<file path="config.mk">
export PLATFORM = sky130hd
export DESIGN_NAME = store_arbiter
export DESIGN_NICKNAME = d
export VERILOG_FILES = /design/src/rtl/store_arb_pkg.sv /design/src/rtl/rr_picker.sv /design/src/rtl/store_arbiter.sv
export SDC_FILE = /design/constraint.sdc
export NUM_CORES = 1
export LEC_CHECK = 0
export CAP_MARGIN = 10
export CORE_AREA = 3 3 230 232
export DETAILED_ROUTE_END_ITERATION = 10
export DIE_AREA = 0 0 233 235
export MAX_ROUTING_LAYER = met4
export SETUP_SLACK_MARGIN = 0.1
export SYNTH_ARGS = -nofsm -noshare
export SYNTH_HDL_FRONTEND = slang
export SYNTH_HIERARCHICAL = 1
export SYNTH_SLANG_ARGS = --single-unit
</file>
<file path="constraint.sdc">
create_clock -name clk -period 7.9 [get_ports clk]
set_input_delay 2.37 -clock clk [delete_from_list [all_inputs] [get_ports clk]]
set_output_delay 2.37 -clock clk [all_outputs]
set_load 0.005 [all_outputs]
</file>
<file path="src/rtl/store_arb_pkg.sv">
// store_arb_pkg: shared sizes, FSM state type and one-hot helper for store_arbiter
package store_arb_pkg;
  localparam int N_REQ = 16;
  localparam int ADDR_W = 16;
  localparam int DATA_W = 16;
  localparam int REQ_IDX_W = 4;
  typedef enum logic [1:0] {IDLE, WRITE, DONE} arb_state_t;
  function automatic logic [N_REQ-1:0] onehot(input logic [REQ_IDX_W-1:0] idx);
    return N_REQ'(1) << idx;
  endfunction
endpackage

</file>
<file path="src/rtl/rr_picker.sv">
// rr_picker: combinational round-robin winner search starting at rr_ptr
module rr_picker
  import store_arb_pkg::*;
(
  input  logic [N_REQ-1:0]     req,
  input  logic [REQ_IDX_W-1:0] rr_ptr,
  output logic [REQ_IDX_W-1:0] winner_idx,
  output logic                 winner_valid
);
  logic [2*N_REQ-1:0] dbl;
  logic [N_REQ-1:0] rot;
  logic [REQ_IDX_W-1:0] off;
  assign dbl = {req, req} >> rr_ptr;
  assign rot = dbl[N_REQ-1:0];
  // lowest set bit of the rotated vector is the offset from rr_ptr
  always_comb begin
    off = '0;
    for (int i = N_REQ - 1; i >= 0; i--) if (rot[i]) off = REQ_IDX_W'(i);
  end
  assign winner_idx = rr_ptr + off;
  assign winner_valid = |req;
endmodule

</file>
<file path="src/rtl/store_arbiter.sv">
// store_arbiter: round-robin serialiser of core stores onto one memory write port (option: STORE_ARB_PERF_EN adds store_count)
module store_arbiter
  import store_arb_pkg::*;
(
  input  logic                    clk,
  input  logic                    rst,
  input  logic [N_REQ-1:0]        req,
  input  logic [N_REQ*ADDR_W-1:0] req_addr,
  input  logic [N_REQ*DATA_W-1:0] req_data,
  output logic [N_REQ-1:0]        ack,
  output logic [N_REQ-1:0]        grant,
  output logic                    mem_wr_en,
  output logic [ADDR_W-1:0]       mem_addr,
  output logic [DATA_W-1:0]       mem_wdata,
  input  logic                    mem_ready,
  output logic                    busy
`ifdef STORE_ARB_PERF_EN
  ,
  output logic [15:0]             store_count
`endif
);
  arb_state_t state, next_state;
  logic [REQ_IDX_W-1:0] rr_ptr, winner_idx;
  logic winner_valid;
  rr_picker u_pick (
    .req(req),
    .rr_ptr(rr_ptr),
    .winner_idx(winner_idx),
    .winner_valid(winner_valid)
  );
  // next state: IDLE waits for any request, WRITE waits for memory, DONE lasts one cycle
  always_comb begin
    next_state = state == IDLE  ? (winner_valid ? WRITE : IDLE) :
                 state == WRITE ? (mem_ready ? DONE : WRITE) : IDLE;
  end
  // state register
  always_ff @(posedge clk) begin
    if (rst) state <= IDLE;
    else state <= next_state;
  end
  // registered outputs: latch winner on grant, pulse ack on acceptance, release in DONE
  always_ff @(posedge clk) begin
    if (rst) begin
      grant <= '0;
      ack <= '0;
      mem_wr_en <= 1'b0;
      mem_addr <= '0;
      mem_wdata <= '0;
      rr_ptr <= '0;
      busy <= 1'b0;
    end else begin
      ack <= '0;
      busy <= next_state != IDLE;
      if (state == IDLE && winner_valid) begin
        grant <= onehot(winner_idx);
        mem_addr <= req_addr[winner_idx*ADDR_W +: ADDR_W];
        mem_wdata <= req_data[winner_idx*DATA_W +: DATA_W];
        rr_ptr <= winner_idx + 1'b1;
        mem_wr_en <= 1'b1;
      end
      if (state == WRITE && mem_ready) begin
        mem_wr_en <= 1'b0;
        ack <= grant;
      end
      if (state == DONE) grant <= '0;
    end
  end
`ifdef STORE_ARB_PERF_EN
  // completed-store counter, wraps naturally at 16 bits
  always_ff @(posedge clk) begin
    if (rst) store_count <= '0;
    else if (state == DONE) store_count <= store_count + 1'b1;
  end
`endif
endmodule

</file>
# Word-level counts from Yosys, hierarchy flattened
# Cells that the tools add are included.
[totals] ff_bits=72 in_bits=531 out_inout_bits=66 elab_cells=45
[classes] addsub=2 n_eq_ne=2 n_shift=4 n_mux=20 n_bitwise=1 reduce_logical=8
[ops] op="256-bit by 9-bit indexed part select with 16-bit output" n=2
[ops] op="4-bit two-way mux" n=16
[ops] op="32-bit by 4-bit right shift with 16-bit output" n=1
[ops] op="16-bit OR reduction" n=1
[ops] op="1-bit by 4-bit << shifter with 16-bit output, first input constant" n=1
[ops] op="2-bit two-way mux" n=3
[ops] op="2-bit OR reduction" n=3
[ops] op="4-bit by 1-bit adder with 4-bit output, second input constant" n=1
[ops] op="4-bit adder" n=1
[ops] op="2-bit by 1-bit equality test with 1-bit output, second input constant" n=1
[ops] op="2-bit equality test, second input constant" n=1
[ops] op="1-bit logical AND" n=2
[ops] op="2-bit logical NOT" n=1
[ops] op="2-bit nonzero test" n=1
[ops] op="1-bit two-way mux" n=1
[ops] op="1-bit NOT" n=1

# Logic depth before layout (Yosys ltp)
# Gate-level depths: netlist of the first run.
[depth] depth_word=19 depth_mapped=19 depth_no_buf=15

# By module
# The synthesis of the first run kept the hierarchy.
[by_module_without_submodules] module="store_arbiter" n_inst=1 cells_per_inst=589 area_per_inst_um2=6407.4 seq_area_each_um2=1441.4
[by_module_without_submodules] module="rr_picker" n_inst=1 cells_per_inst=99 area_per_inst_um2=1181.1 seq_area_each_um2=0.0

# Worst setup path after synthesis of the first run
# No wires, ideal clock.
[synth_timing] path_kind="input-to-reg" from="input port req[7]" to="register mem_addr[13]" setup_ns=0.120 arrival_ns=6.198 t_required_ns=7.780 setup_slack_ns=1.582 path_stages=17 n_path_buf=2 path_cell_list="mux4_1 mux4_2 or2_4 nor2_1 o21ai_1 a31oi_1 ha_1 a21o_1 a21oi_1 xnor2_1 xnor2_1 clkbuf_1 buf_2 mux4_2 nand2_1 a21oi_2 a211o_1"
[synth_between] elab_chain_cells=19 elab_cells_between_ends=21 cone_classes="add/sub (1); shift (2); mux (16); reduce/logical (2)"
[synth_lines] element="start: declaration" line="store_arbiter.sv:7" rtl="input logic [N_REQ-1:0] req,"
[synth_lines] element="32-bit by 4-bit right shift with 16-bit output *" line="rr_picker.sv:13" rtl="assign dbl = {req, req} >> rr_ptr;"
[synth_lines] element="4-bit two-way mux (15 in series)" line="rr_picker.sv:18" rtl="for (int i = N_REQ - 1; i >= 0; i--) if (rot[i]) off = REQ_IDX_W'(i);"
[synth_lines] element="4-bit two-way mux *" line="rr_picker.sv:18"
[synth_lines] element="4-bit adder *" line="rr_picker.sv:20" rtl="assign winner_idx = rr_ptr + off;"
[synth_lines] element="named net winner_idx[3]" line="store_arbiter.sv:23" rtl="logic [REQ_IDX_W-1:0] rr_ptr, winner_idx;"
[synth_lines] element="256-bit by 9-bit indexed part select with 16-bit output *" line="store_arbiter.sv:56" rtl="mem_addr <= req_addr[winner_idx*ADDR_W +: ADDR_W];"
[synth_lines] element="end signal: assignment" line="store_arbiter.sv:56"
[synth_lines] element="end: declaration" line="store_arbiter.sv:13" rtl="output logic [ADDR_W-1:0] mem_addr,"
# The timed path passes the listed nets; every way through them passes the cells marked *.
# A chain may end at the register's enable or synchronous reset.

# Worst setup path after layout of the first run
[layout_timing] from="input port req[4]" to="register mem_wdata[15]"
[layout_between] elab_chain_cells=19 elab_cells_between_ends=21 cone_classes="add/sub (1); shift (2); mux (16); reduce/logical (2)"
[layout_lines] element="32-bit by 4-bit right shift with 16-bit output *" line="rr_picker.sv:13"
[layout_lines] element="4-bit two-way mux (15 in series)" line="rr_picker.sv:18"
[layout_lines] element="4-bit two-way mux *" line="rr_picker.sv:18"
[layout_lines] element="4-bit adder *" line="rr_picker.sv:20"
[layout_lines] element="named net winner_idx[2]" line="store_arbiter.sv:23"
[layout_lines] element="256-bit by 9-bit indexed part select with 16-bit output *" line="store_arbiter.sv:57" rtl="mem_wdata <= req_data[winner_idx*DATA_W +: DATA_W];"
[layout_lines] element="end signal: assignment" line="store_arbiter.sv:57"
[layout_lines] element="end: declaration" line="store_arbiter.sv:14" rtl="output logic [DATA_W-1:0] mem_wdata,"
# Marked as above.

==> results of run 1 <==
-- final timing paths --
check / start / to / cells past startpoint
setup / recovery: req[4] / mem_wdata[15]$_SDFFE_PP0P_ / 14
hold / removal: mem_addr[11]$_SDFFE_PP0P_ / mem_addr[11]$_SDFFE_PP0P_ / 1
setup reg to reg: rr_ptr[2]$_SDFFE_PP0P_ / mem_wdata[15]$_SDFFE_PP0P_ / 14
hold reg to reg: mem_addr[11]$_SDFFE_PP0P_ / mem_addr[11]$_SDFFE_PP0P_ / 1
-- critical path: stages --
cell	delay [ps]
clkdlybuf4s50_1	480
mux4_1	620
mux2_2	330
mux2_2	300
or3_1	370
o31ai_1	390
ha_4	200
fa_4	230
xor2_1	620
inv_1	190
or3_2	560
buf_4	260
a21oi_1	310
a211o_1	150
-- state kept, by name (all words and copies together) (netlist names) --
signal / count
ack: 16
busy: 1
grant: 16
mem_addr: 16
mem_wdata: 16
mem_wr_en: 1
rr_ptr: 4
state: 2
-- cell usage after synthesis (2+ instances only) --
cell	instances	area (µm²)
a21oi_2	30	263
buf_6	4	45.0
clkbuf_1	25	93.8
nor2b_1	2	12.5
mux4_1	10	263
mux4_2	142	3200
nor2_1	14	52.6
nand3_1	14	70.1
mux2i_1	10	100
buf_2	22	110
xor2_1	2	17.5
nand4_1	4	25.0
or2_4	2	17.5
buf_1	9	33.8
or3_1	2	12.5
a211oi_1	4	30.0
ha_1	9	113
a211o_1	32	280
nor4_1	5	31.3
a21oi_1	54	270
nand2_1	150	563
mux2_1	4	45.0
xnor2_1	2	17.5
nand2b_1	3	18.8
or2_1	2	12.5
dfxtp_1	72	1440
and2_1	16	100
inv_1	7	26.3
buf_4	7	52.6
mux2_2	6	67.6
a21o_1	2	15.0
nor3b_1	3	22.5
o21ai_0	2	10.0
-- kinds of logic (layout without fill, tap and decap cells) --
kind of cell / count (synthesis) / in the layout
muxes: 172 / 172
DFF: 72 / 72
AOI/OAI and AO/OA: 132 / 132
and+or+nand+nor: 222 / 222
buffers and inverters: 76 / 649
xor gates and xnor gates: 4 / 4
adders and majority gates: 10 / 10
other: 0 / 19
-- metal layers --
metal	wire, µm	global-route usage [%]	vias up
li1	-	-	3881
met1	18700	19.6	4382
met2	23100	28.1	474
met3	4650	6.00	47
met4	1000	6.16	0
met5	0	-	-
-- layout make-up --
class                      count  area, µm²
antenna                       19       47.5
clock buffer                  10        229
clock inverter                 6       67.6
fill                        5308      36500
inverter                       8       30.0
multi-input combinational    540       5800
sequential                    72       1440
tap                          680        851
timing repair buffer         625       6270
-- power groups by stage --
stage / clock (mW) / combinational (mW) / sequential, mW
2_1_floorplan: 0 / 3.93 / 0.510
3_3_place_gp: 0 / 5.57 / 0.539
3_5_place_dp: 0 / 5.60 / 0.541
4_1_cts: 0.492 / 5.62 / 0.534
5_1_grt: 0.499 / 5.97 / 0.546
6_report: 0.455 / 5.50 / 0.533
==> run summary, run 1 <==
Synth Area in Compound Gates: 12.3%
GPL Wtd Cong: 0.909
Post-Synth Adder-Cell Area: 1.75%
net switching power: 3.01 mW
WS Path Type: in2reg
Num CTS Buffers: 9
post-synthesis sequential area ratio: 19.0%
Util after Layout: 28.8%
post-CTS setup buffer count: 0
crit path launch type: input pin
Sw Share: 46.3%
relative slew slack: 45.2%
First DRT Iteration DRCs: 413
first-pass GRT wire length: 66,300 µm
post-synthesis cell count: 688
CP endpoint kind: register
vias in the first global route: 9,382
largest net degree at the start of global routing: 59
Worst Tran Pin Value: 821 ps
Netlist cell types: 49
Synth warnings: 6
Clk pin slew, worst setup/hold paths: 70 ps
Final WS setup: 818 ps
standard-cell rows: 83
unrepaired setup endpoints after global routing: no
H-tree Lvls: 3
Data arrival, critical path: 7410 ps
DP HPWL: 39,600 µm
Clock Tree Buf Depth: 2
via count: 8,784
most common cell after layout, fill and taps aside: clkdlybuf4s50_1
DRC violations left: 0
final wirelength: 47,400 µm
grt ovf: 0
DR pass1 iterations: 4
Final Max Tran Viols: 0
Clock Latency Late Sink: 370 ps
die width: 233 µm
Clock Skews: 12.6 ps
power per cell area: 440 mW/mm²
XOR/XNOR share of the synthesized area: 0.462%
run status: finished clean
post-CTS sizing: 0
internal power: 3.48 mW
Synth Area in Simple Gates: 13.0%
Final TNS setup: 0 ps
top_reg_cell synth: dfxtp_1
min cycle time layout: 7080 ps
register bit count reported by yosys: 72
Hold WC Path Type: reg2reg
PortBufs: 596
post-route ant nets: 0
Core Region: 0.0512 mm²
fraction of registers with async set/reset: 0%
Root Driver: clkbuf_16
global-route usage over all layers: 17.3%
cts hold-fix bufs: 0
worst hold slack: 463 ps
leak pwr: 5.23 nW
Power Total: 6.49 mW
routed wire length per instance: 24.2 µm
reg2reg setup slack: 2460 ps
synthesis-to-finish area growth: 94.2%
CP max FO: 16
final hold violation count: 0
Post-synth EDFFs: 0
Setup Viol. Count Final: 0
vias per cell: 4.48
max_cap viols: 0
sequential share of power: 8.2%
mux contribution to synthesized area: 48.4%
Max VDD drop: 0.000323 V
Synth Area per Inst: 11.0 µm²
syn nets: 1,229
Clk pwr share: 7.0%
die span in y: 235 µm
I/O Pins: 597
starting density of the core: 14.8%
Post-Layout Inst Area: 0.0147 mm²
non-filler cells, final: 1,960
Die ar.: 0.0548 mm²
synthesized cell area: 0.00759 mm²
TritonCTS clock tree: built
largest family of logic cells by synthesized area: multiplexers
placed instance count: 1,925
Placed Area: 0.0144 mm²
antenna violations before repair: 25
worst slack at placement: 386 ps
clock sink count: 72
ratio of final minimum period to clock period: 89.6%
Data required, critical path: 8220 ps
fin nets: 1,797
commonest cells after routing, fill and taps aside: clkdlybuf4s50_1, nand2_1, mux4_2
share of cells above drive strength 1: 18.7%
Comb power frac: 84.8%
highest clock rate: 141 MHz
(Power assumes the default switching activity.)
==> run 2: changes to the inputs <==
--- a/config.mk
+++ b/config.mk
@@ -6,9 +6,10 @@
 export NUM_CORES = 1
 export LEC_CHECK = 0
 export CAP_MARGIN = 10
-export CORE_AREA = 3 3 230 232
+export CORE_AREA = 3 3 234 236
+export CTS_BUF_LIST = sky130_fd_sc_hd__clkbuf_4 sky130_fd_sc_hd__clkbuf_8
 export DETAILED_ROUTE_END_ITERATION = 10
-export DIE_AREA = 0 0 233 235
+export DIE_AREA = 0 0 237 239
 export MAX_ROUTING_LAYER = met4
 export SETUP_SLACK_MARGIN = 0.1
 export SYNTH_ARGS = -nofsm -noshare
==> run 2 against run 1 <==
Against the previous run:
- maximum frequency grew 0.26%
- cell area is 0.88% lower
- non-clock buffer count fell by 3
- clock skew is 14 ps higher
- count of clock-buffer cells in the layout down 1
- sequential cell count unchanged
- largest power group unchanged
- critical path type unchanged
- register-to-register slack worse by 340 ps
- utilization decreased by 1.0 points
- final cell count fell by 0.20%
==> run summary, run 2 (synthesis gave the netlist of run 1 again) <==
H-tree Lvls: 3 (unchanged)
Final Max Tran Viols: 0 (unchanged)
GPL Wtd Cong: 0.920 (+1.2%)
Root Driver: clkbuf_8
Die ar.: 0.0566 mm² (+3.4%)
synthesis-to-finish area growth: 92.5%
TritonCTS clock tree: built
Data arrival, critical path: 7370 ps (-40 ps)
die width: 237 µm (+1.7%)
Worst Tran Pin Value: 1110 ps (+285 ps)
die span in y: 239 µm (+1.7%)
CP max FO: 26 (+10)
Clk pin slew, worst setup/hold paths: 90 ps (+20 ps)
Top Layer Used: met4
PortBufs: 596 (unchanged)
fin nets: 1,794 (-0.17%)
cts hold-fix bufs: 0 (unchanged)
final wirelength: 45,000 µm (-5.1%)
Core Region: 0.0527 mm² (+2.8%)
standard-cell rows: 84 (+1.2%)
CP endpoint kind: register
ratio of final minimum period to clock period: 89.4% (-0.23 points)
post-CTS sizing: 0 (unchanged)
reg2reg setup slack: 2120 ps (-340 ps)
starting density of the core: 14.4% (-0.41 points)
commonest cells after routing, fill and taps aside: clkdlybuf4s50_1, nand2_1, mux4_2
global-route usage over all layers: 15.5% (-1.8 points)
I/O Pins: 597 (unchanged)
antenna violations before repair: 14 (-44%)
grt ovf: 0 (unchanged)
DP HPWL: 36,800 µm (-6.9%)
unrepaired setup endpoints after global routing: no
leak pwr: 5.18 nW (-1.0%)
power per cell area: 438 mW/mm² (-0.51%)
relative slew slack: 26.2% (-19 points)
Hold EP: grant[15]$_SDFFE_PP0P_
DRC violations left: 0 (unchanged)
Clock Tree Buf Depth: 2 (unchanged)
met1 wire length: 17,200 µm (-8.3%)
highest clock rate: 142 MHz (+0.26%)
final hold violation count: 0 (unchanged)
share of cells above drive strength 1: 18.6% (-0.11 points)
Clock Latency Late Sink: 430 ps (+60 ps)
Num CTS Buffers: 9 (unchanged)
max_cap viols: 0 (unchanged)
Worst R2R End: mem_addr[12]$_SDFFE_PP0P_
RR Startpoint: rr_ptr[1]$_SDFFE_PP0P_
most common cell after layout, fill and taps aside: clkdlybuf4s50_1
Placed Area: 0.0144 mm² (about the same)
Setup Viol. Count Final: 0 (unchanged)
WS Path Type: in2reg
Clock Skews: 26.7 ps (+14.1 ps)
post-route ant nets: 0 (unchanged)
Data required, critical path: 8200 ps (-20 ps)
Final TNS setup: 0 ps (unchanged)
run status: finished clean
via count: 8,658 (-1.4%)
first-pass GRT wire length: 62,400 µm (-5.8%)
Critical Path Source: req[10]
Met3 Wirelength: 3820 µm (-18%)
vias in the first global route: 9,292 (-0.96%)
Post-Layout Inst Area: 0.0146 mm² (-0.88%)
hold_sp: grant[15]$_SDFFE_PP0P_
Util after Layout: 27.7% (-1.0 points)
largest net degree at the start of global routing: 61 (+3.4%)
post-CTS setup buffer count: 0 (unchanged)
routed wire length per instance: 23.0 µm (-4.9%)
DR pass1 iterations: 4 (unchanged)
clock sink count: 72 (unchanged)
Max VDD drop: 0.000376 V (+16%)
WHS Path Cells: 2 (+1)
vias per cell: 4.43 (-1.2%)
WL met2: 22,900 µm (-0.63%)
Hold WC Path Type: reg2reg
R2R depth: 13 (-1)
First DRT Iteration DRCs: 451 (+9.2%)
crit path launch type: input pin
min cycle time layout: 7060 ps (-18.3 ps)
## run 2: worst max-delay path by stage
stage / end / slack [ps] / depth (start not counted)
2_1_floorplan: mem_addr[13]$_SDFFE_PP0P_ / 1580 / 17
3_3_place_gp: mem_wdata[15]$_SDFFE_PP0P_ / 390 / 14
3_5_place_dp: mem_wdata[15]$_SDFFE_PP0P_ / 330 / 14
4_1_cts: mem_wdata[15]$_SDFFE_PP0P_ / 840 / 14
5_1_grt: mem_wdata[15]$_SDFFE_PP0P_ / 650 / 14
6_report: mem_addr[12]$_SDFFE_PP0P_ / 840 / 14
## run 2: where the power goes
part | switching, mW | total, mW | internal (mW)
logic | 2.71 | 5.51 | 2.79
clock network | 0.194 | 0.342 | 0.149
registers | 0.0975 | 0.552 | 0.454
total | 3.01 | 6.40 | 3.40
## run 2: critical path: stages
cell and delay (ps):
clkdlybuf4s50_1 520, mux4_1 620, mux2_1 340, mux2i_1 320, nand2_1 100, a311oi_1 260, o31ai_1 150, ha_4 180
fa_4 1190, buf_4 290, mux4_2 540, nand2_1 100, a21oi_1 110, a211o_1 250
## run 2: per-stage QoR
stage                     std cells  setup slack (ps)  hold slack [ps]  power [mW]
after global routing           1956               648              494        6.91
final                          1956               837              465        6.40
after floorplan                 688              1580              457        4.44
after detailed placement       1930               331              451        6.15
after global placement         1930               390              443        6.12
after CTS                      1946               842              472        6.54
## run 2: layout make-up
| class | count | area [µm²] |
|---|---|---|
| diodes | 10 | 25.0 |
| flip-flops and latches | 72 | 1440 |
| well taps | 688 | 861 |
| inverters | 8 | 30.0 |
| clock buffers | 9 | 124 |
| repair buffers | 622 | 6250 |
| multi-input cells | 540 | 5800 |
| fillers | 5492 | 38000 |
| clock inverters | 7 | 77.6 |
## run 2: per-layer routing
layer	vias up	track usage (%)
met5	-	-
met4	0	5.85
met3	47	4.52
met2	507	26.8
met1	4240	16.9
li1	3864	-
==> run 3: changes to the inputs <==
--- a/config.mk
+++ b/config.mk
@@ -10,6 +10,7 @@
 export CTS_BUF_LIST = sky130_fd_sc_hd__clkbuf_4 sky130_fd_sc_hd__clkbuf_8
 export DETAILED_ROUTE_END_ITERATION = 10
 export DIE_AREA = 0 0 237 239
+export GPL_ROUTABILITY_DRIVEN = 0
 export MAX_ROUTING_LAYER = met4
 export SETUP_SLACK_MARGIN = 0.1
 export SYNTH_ARGS = -nofsm -noshare
==> results of run 3 <==
No change in the layout: final DEF, timing and power equal those of run 2.
